$ cat src/rtl/noc_pkg.sv
// ---------------------------------------------------------------------------
// noc_pkg
// Shared definitions for the local network interface slice.
//   FLIT_W / COORD_W / PAYLOAD_W : flit and coordinate field widths
//   flit_t                       : packed flit {payload, dest_x, dest_y}
//   ERR_*                        : bit positions inside the sticky err vector
//   make_flit()                  : assembles a flit from its three fields
// ---------------------------------------------------------------------------
package noc_pkg;

  localparam int FLIT_W    = 16;
  localparam int COORD_W   = 4;
  localparam int PAYLOAD_W = FLIT_W - 2 * COORD_W;

  // Bit positions in the sticky error vector.
  localparam int ERR_W          = 3;
  localparam int ERR_CREDIT_OVF = 0;
  localparam int ERR_RX_OVF     = 1;
  localparam int ERR_MISROUTE   = 2;

  typedef struct packed {
    logic [PAYLOAD_W-1:0] payload;
    logic [COORD_W-1:0]   dest_x;
    logic [COORD_W-1:0]   dest_y;
  } flit_t;

  function automatic flit_t make_flit(input logic [PAYLOAD_W-1:0] payload,
                                      input logic [COORD_W-1:0]   dest_x,
                                      input logic [COORD_W-1:0]   dest_y);
    flit_t f;
    f.payload = payload;
    f.dest_x  = dest_x;
    f.dest_y  = dest_y;
    return f;
  endfunction

endpackage

$ cat src/rtl/ni_rx_fifo.sv
// ---------------------------------------------------------------------------
// ni_rx_fifo
// First-word-fall-through receive buffer with count-based full/empty.
// Ports:
//   clk, rst      : clock, synchronous active-low reset
//   wr_en, wr_data: write strobe and data (written at the same edge)
//   rd_req        : consumer wants the head entry
//   rd_valid      : buffer non-empty, rd_data shows the head entry
//   pop           : head entry is removed at this edge
//   drop          : write lost because the buffer is full and nothing pops
// A write while full is still accepted when a pop happens in the same cycle;
// a read request while empty never pops, even if a write arrives.
// ---------------------------------------------------------------------------
module ni_rx_fifo #(
  parameter int DEPTH = 4,
  parameter int WIDTH = 8
) (
  input  logic             clk,
  input  logic             rst,
  input  logic             wr_en,
  input  logic [WIDTH-1:0] wr_data,
  input  logic             rd_req,
  output logic             rd_valid,
  output logic [WIDTH-1:0] rd_data,
  output logic             pop,
  output logic             drop
);

  localparam int AW = (DEPTH > 1) ? $clog2(DEPTH) : 1;
  localparam int CW = AW + 1;

  logic [WIDTH-1:0] mem [DEPTH];
  logic [AW-1:0]    wr_ptr;
  logic [AW-1:0]    rd_ptr;
  logic [CW-1:0]    count;
  logic             full;
  logic             push;

  assign full     = (count == CW'(DEPTH));
  assign rd_valid = (count != '0);
  assign pop      = rd_req && rd_valid;
  // When full, a same-cycle pop frees the slot the write lands in.
  assign push     = wr_en && (!full || pop);
  assign drop     = wr_en && full && !pop;
  assign rd_data  = mem[rd_ptr];

  // Pointers wrap naturally because DEPTH is a power of two.
  always_ff @(posedge clk) begin
    if (!rst) begin
      wr_ptr <= '0;
      rd_ptr <= '0;
      count  <= '0;
    end else begin
      if (push) wr_ptr <= wr_ptr + AW'(1);
      if (pop)  rd_ptr <= rd_ptr + AW'(1);
      case ({push, pop})
        2'b10:   count <= count + CW'(1);
        2'b01:   count <= count - CW'(1);
        default: count <= count;
      endcase
    end
  end

  // Storage needs no reset; validity is tracked by count alone.
  always_ff @(posedge clk) begin
    if (push) mem[wr_ptr] <= wr_data;
  end

endmodule

$ cat src/rtl/noc_local_ni.sv
// ---------------------------------------------------------------------------
// noc_local_ni
// Local network interface between a tile client and its router port.
// TX: client flits go to the router under credit flow control.
// RX: router flits are buffered and returned as credits when consumed.
// Ports:
//   clk, rst                      : clock, synchronous active-low reset
//   tx_data_o, tx_enable_o        : registered flit + one-cycle strobe to router
//   tx_credit_i                   : one credit back from router per pulse
//   rx_data_i, rx_enable_i        : flit + strobe from router
//   rx_credit_o                   : one credit to router, cycle after each pop
//   send_valid_i / send_ready_o   : client send handshake
//   send_dest_x_i/_y_i/payload_i  : flit fields for the send
//   recv_valid_o / recv_payload_o : head of receive buffer (fall-through)
//   recv_ready_i                  : client consumes the head flit
//   credit_cnt_o                  : current TX credits
//   err_o                         : sticky {misroute, rx_overflow, credit_overflow}
// ---------------------------------------------------------------------------
module noc_local_ni
  import noc_pkg::*;
#(
  parameter int XCOORD   = 1,
  parameter int YCOORD   = 1,
  parameter int CREDITS  = 4,
  parameter int RX_DEPTH = 4
) (
  input  logic                 clk,
  input  logic                 rst,
  output logic [FLIT_W-1:0]    tx_data_o,
  output logic                 tx_enable_o,
  input  logic                 tx_credit_i,
  input  logic [FLIT_W-1:0]    rx_data_i,
  input  logic                 rx_enable_i,
  output logic                 rx_credit_o,
  input  logic                 send_valid_i,
  output logic                 send_ready_o,
  input  logic [COORD_W-1:0]   send_dest_x_i,
  input  logic [COORD_W-1:0]   send_dest_y_i,
  input  logic [PAYLOAD_W-1:0] send_payload_i,
  output logic                 recv_valid_o,
  output logic [PAYLOAD_W-1:0] recv_payload_o,
  input  logic                 recv_ready_i,
  output logic [3:0]           credit_cnt_o,
  output logic [ERR_W-1:0]     err_o
);

  localparam logic [3:0]         CREDIT_MAX = 4'(CREDITS);
  localparam logic [COORD_W-1:0] MY_X       = COORD_W'(XCOORD);
  localparam logic [COORD_W-1:0] MY_Y       = COORD_W'(YCOORD);

  logic [3:0]       credit_cnt;
  logic [3:0]       credit_next;
  logic             credit_ovf;
  logic             accept;
  flit_t            tx_flit;
  flit_t            rx_flit;
  logic             misroute;
  logic             rx_pop;
  logic             rx_drop;
  logic [ERR_W-1:0] err_set;

  // ---------------- TX side ----------------
  assign send_ready_o = (credit_cnt != '0);
  assign accept       = send_valid_i && send_ready_o;
  assign tx_flit      = make_flit(send_payload_i, send_dest_x_i, send_dest_y_i);
  assign credit_cnt_o = credit_cnt;

  // A simultaneous accept and returned credit cancel out. A credit returned
  // while already at the maximum means the router over-returned: saturate
  // and flag it.
  always_comb begin
    credit_next = credit_cnt;
    credit_ovf  = 1'b0;
    case ({accept, tx_credit_i})
      2'b10: credit_next = credit_cnt - 4'd1;
      2'b01: begin
        if (credit_cnt == CREDIT_MAX) credit_ovf = 1'b1;
        else                          credit_next = credit_cnt + 4'd1;
      end
      default: credit_next = credit_cnt;
    endcase
  end

  always_ff @(posedge clk) begin
    if (!rst) begin
      credit_cnt  <= CREDIT_MAX;
      tx_enable_o <= 1'b0;
      tx_data_o   <= '0;
    end else begin
      credit_cnt  <= credit_next;
      tx_enable_o <= accept;
      if (accept) tx_data_o <= tx_flit;
    end
  end

  // ---------------- RX side ----------------
  // The routing fields are only needed for the misroute check at ingress,
  // so the buffer stores the payload alone.
  assign rx_flit  = flit_t'(rx_data_i);
  assign misroute = rx_enable_i && ((rx_flit.dest_x != MY_X) || (rx_flit.dest_y != MY_Y));

  ni_rx_fifo #(
    .DEPTH (RX_DEPTH),
    .WIDTH (PAYLOAD_W)
  ) u_rx_fifo (
    .clk      (clk),
    .rst      (rst),
    .wr_en    (rx_enable_i),
    .wr_data  (rx_flit.payload),
    .rd_req   (recv_ready_i),
    .rd_valid (recv_valid_o),
    .rd_data  (recv_payload_o),
    .pop      (rx_pop),
    .drop     (rx_drop)
  );

  // ---------------- credits back and sticky errors ----------------
  always_comb begin
    err_set                 = '0;
    err_set[ERR_CREDIT_OVF] = credit_ovf;
    err_set[ERR_RX_OVF]     = rx_drop;
    err_set[ERR_MISROUTE]   = misroute;
  end

  always_ff @(posedge clk) begin
    if (!rst) begin
      rx_credit_o <= 1'b0;
      err_o       <= '0;
    end else begin
      rx_credit_o <= rx_pop;
      err_o       <= err_o | err_set;
    end
  end

endmodule

$ cat config.mk
export PLATFORM = sky130hd
export DESIGN_NAME = noc_local_ni
export DESIGN_NICKNAME = d
export VERILOG_FILES = /design/src/rtl/noc_pkg.sv /design/src/rtl/ni_rx_fifo.sv /design/src/rtl/noc_local_ni.sv
export SDC_FILE = /design/constraint.sdc
export NUM_CORES = 1
export LEC_CHECK = 0
export ABC_AREA = 1
export BUFFER_PORTS_ARGS = -buffer_cell sky130_fd_sc_hd__buf_2
export CORE_MARGIN = 2
export CORE_UTILIZATION = 55
export DETAILED_ROUTE_END_ITERATION = 7
export PLACE_DENSITY = 0.79
export SLEW_MARGIN = 20
export SYNTH_ARGS = -nofsm -noshare
export SYNTH_HDL_FRONTEND = slang
export SYNTH_HIERARCHICAL = 1
export SYNTH_SLANG_ARGS = --single-unit
export TNS_END_PERCENT = 100
$ cat constraint.sdc
create_clock -name clk -period 3.5 [get_ports clk]
set_clock_uncertainty 0.15 [all_clocks]
set_input_delay 0.7 -clock clk [delete_from_list [all_inputs] [get_ports clk]]
set_output_delay 0.7 -clock clk [all_outputs]
set_load 0.01 [all_outputs]
==> out/metrics.sh <==
GRT_REMAINING_OVERFLOW=0
COMBINATIONAL_SHARE_OF_POWER_PCT=24.6
SYNTH_WARNINGS=6
CRIT-REG2REG-CAPTURE='credit_cnt_o[3]$_SDFFE_PN0P_'
SYNTH_ENABLE_FLOP_CELLS=32
PLACE_AREA_MM2=0.003147
PLACE_WS_PS=1002
ROUTED-VIA-COUNT=2152
CRITICAL_PATH_REQUIRED_PS=2650
CRITICAL_R2R_LAUNCH='credit_cnt_o[0]$_SDFFE_PN0P_'
POWER.DENSITY_CELL_AREA_mW_PER_MM2=653.8
CLOCK_LATENCY_PS=340
FMAX_GHz=0.3749
GP_CONGESTION=0.8452
DRT_FIRST_ITER_VIOLATIONS=155
FINAL.SETUP.WORST_SLACK_PS=832.6
TIMING.CRITICAL_PATH.SLOWEST_CELL_DELAY_PS=710
FINISH.CELL_COUNT_WITHOUT_FILLERS=430
CLOCK_SLEW_AT_THE_REGISTER_CLOCK_PINS_OF_THE_WORST_SETUP_AND_HOLD_PATHS_PS=70
PLACE.DETAILED.INSTANCES=414
TIMING.MAX_SLEW.REL_SLACK_PCT=45.29
FF2FF_PATH_DEPTH=13
MAXIMUM_NUMBER_OF_PINS_ON_ONE_NET_BEFORE_GLOBAL_ROUTE_REPAIR=31
FINALHOLDVIOLATIONS=0
LAYOUT_MIN_CYCLE_TIME_PS=2667
WORST_SLEW_PIN_SLEW_PS=817.6
WL_PER_CELL_UM=13.06
SYNTHDOMINANTCELLAREASHARE_PCT=34.70
H-TREE-DEPTH=3
CELL_INTERNAL_PWR_mW=1.500
TIMING.FINAL.CRIT_SHARE_PCT=76.21
CRIT_FAMILY='flip-flops'
POST_SYNTH.CELL_AREA_AVG_UM2=9.819
DRC_VIOLATIONS=0
CRITICAL_PATH_BUFFERS_AND_INVERTERS=2
DIE_W_UM=74.96
POWER_FRAC_SEQ_PCT=44.3
COMMONEST_NON_FILL_NON_TAP_CELL_IN_THE_LAYOUT='buf_2'
IO_PINS=73
POST_SYNTH_INSTANCE_AREA_MM2=0.002769
WIRELENGTH_MM=5.614
CTS_HOLD_BUF=0
FINAL_CELL_AREA_MM2=0.003369
POWER_SWITCHING_SHARE_PCT=31.89
CTS_ROOT_BUFFER='clkbuf_8'
NETSWITCHINGPOWER_uW=702.5
CTS_SINKS=66
HOLD-WORST-SLACK_PS=310.8
POST_LAYOUT_UTIL_PCT=70.41
SYNTH_TOP_CELL_BY_AREA='edfxtp_1'
IRDROPWORSTVDD_uV=343.1
DESIGN.CORE.AREA_MM2=0.004786
P_LEAK_nW=1.514
OUTCOME='complete, no violations'
AREA_GROWTH_FROM_SYNTHESIS_TO_FINAL_LAYOUT_PCT=21.69
DESIGN.FINAL.NETS=405
ASYNC_SET_OR_RESET_FLOP_FRACTION_IN_THE_SYNTHESIZED_NETLIST_PCT=0
VIA_PER_INST=5.005
CRIT_TYPE='flip-flop to output port'
PLACEMENT_ROWS=25
TNS_PS=0
TRITONCTS='built'
SETUP_BUFS_POST_CTS=0
SETUP_REPAIR_AFTER_GLOBAL_ROUTING_MISSED_ITS_MARGIN='false'
PATH_DEPTH=4
CELLS_TRAVERSED_ALONG_THE_WORST_TIMING_PATH='inv_2 -> o21ai_0 -> o22ai_1 -> buf_2'
CP_DATA_ARRIVAL_TIME_PS=1820
FINISH_STAGE_SETUP_VIOLS=0
LAYOUT.FILLER_CELLS=375
DP.FINAL_HPWL_MM=3.918
POST_SYNTH_NUM_CELL_TYPES=30
ANT_NETS_AFTER_ROUTE=0
WORSTPATHMAXFANOUT=17
DIEAREA_MM2=0.005618
SYNTH_TOP_CELLS_BY_AREA='edfxtp_1 35%, dfxtp_1 25%, nor2_1 9.6%, o21ai_0 5.8%, inv_1 3.8%'
CLOCKBUFFERDEPTH=2
SHARE_CLK_OF_TOTAL_POWER_PCT=31.0
LAYOUT.CELLS.MOST_COMMON_LIST='72 x buf_2, 71 x nor2_1, 34 x dfxtp_1'
FRACTION_OF_LAYOUT_CELLS_WITH_A_SIZE_SUFFIX_ABOVE_1_PCT=28.93
NUMCTSBUFFERS=9
INITIAL_CORE_UTIL_PCT=57.86
WORST_REG2REG_SETUP_SLACK_PS=1230
POST_CTS_RESIZE_COUNT=0
MIN-DELAY-START='err_o[2]$_SDFF_PN0_'
GLOBAL_ROUTE.USAGE.TOTAL_PCT=21.07
SYNTH_NETS=329
DESIGN_POWER_TOTAL_mW=2.203
TERMINATION_OF_THE_WORST_SETUP_PATH='recv_payload_o[3]'
YS.FLOP_TYPE='dfxtp_1'
DIE_HEIGHT_UM=74.96
TIMING.HOLD.WORST.CLASS='flip-flop to flip-flop'
PORTBUFFERS=72
GRT_PASS1_WL_MM=8.714
CRIT_SLOWEST_CELL='dfxtp_1'
CRITPATHCAPTURETYPE='output port'
DRV.MAX_CAP_VIOLATION_COUNT=0
SYNTH_SEQ_AREA_SHARE_PCT=59.29
FINAL-MAX-SLEW-VIOLATION-COUNT=0
CRITICAL_PATH_START_TYPE='flip-flop'
NUMBER_OF_ANTENNA_VIOLATIONS_AT_THE_FIRST_CHECK_IN_GLOBAL_ROUTING=0
DRT_PASS1_ITERATIONS=4
NETLIST_INSTANCES=282
POSTSYNTHREGISTERBITS=66
INSERTEDDIODECOUNT=0
VIAS_IN_THE_FIRST_GLOBAL_ROUTE=2013
power by group through the flow:
stage	logic [mW]	clock network [mW]	registers, mW
2_1_floorplan	0.375	0	0.988
3_3_place_gp	0.519	0	0.989
3_5_place_dp	0.540	0	0.991
4_1_cts	0.547	0.695	0.976
5_1_grt	0.613	0.726	0.988
6_report	0.543	0.684	0.976
per-layer routing:
metal  vias up  GRT usage (%)  routed length (um)
met1       992          25.15                2423
li1       1086              -                   -
met2        62          35.19                2736
met4         0          10.71                 118
met3        12          5.489                 335
met5         -              0                   0
cells in the mapped netlist, types with 2 or more instances:
cell type  number
ha_1            7
nor2_2          2
nor2_1         71
nand3_1        10
nand2_1        21
inv_1          28
inv_2           2
a21oi_1         7
buf_6           3
nand2_2         2
fa_1            2
nand2_4         3
dfxtp_1        34
o22ai_1         8
clkbuf_1        2
o21ai_2         3
nand3_2         2
o21ai_0        32
edfxtp_1       32
flip-flops by register name, summed over array words and instances, names as in the netlist, named ones only:
signal            count
u_rx_fifo/wr_ptr      2
tx_data_o            16
credit_cnt_o          4
err_o                 3
u_rx_fifo/count       3
u_rx_fifo/mem        32
rx_credit_o           1
tx_enable_o           1
u_rx_fifo/rd_ptr      2
worst register-to-register path, delay by kind of cell (launching register included):
| family | cells | cell delay [ps] |
|---|---|---|
| and+or+nand+nor | 8 | 890 |
| adders and majority gates | 1 | 340 |
| DFF | 1 | 380 |
| buffers and inverters | 3 | 240 |
| AOI/OAI and AO/OA | 1 | 160 |
cell type report:
cell class	count	area, um^2	area share [%]
inverter	32	133.9	3.973
timing repair buffer	72	360.3	10.69
multi-input combinational	177	927.1	27.52
clock inverter	5	60.06	1.782
tap	67	83.83	2.488
sequential	66	1642	48.72
clock buffer	11	162.7	4.827
kinds of logic after synthesis:
| logic type | count (synthesis) | synth area share (%) |
|---|---|---|
| AOI/OAI and AO/OA | 52 | 10.26 |
| buffers and inverters | 39 | 7.230 |
| adders and majority gates | 9 | 4.609 |
| xor gates and xnor gates | 1 | 0.3164 |
| and+or+nand+nor | 115 | 18.30 |
| DFF | 66 | 59.29 |
worst min-delay path by stage:
stage	end	slack (ps)	depth (start not counted)
2_1_floorplan	flip-flop	310	2
3_3_place_gp	err_o[2]$_SDFF_PN0_	290	2
3_5_place_dp	err_o[2]$_SDFF_PN0_	300	2
4_1_cts	err_o[2]$_SDFF_PN0_	310	2
5_1_grt	err_o[2]$_SDFF_PN0_	330	2
6_report	err_o[2]$_SDFF_PN0_	310	2
No activity file was read; power rests on OpenSTA's default activity.
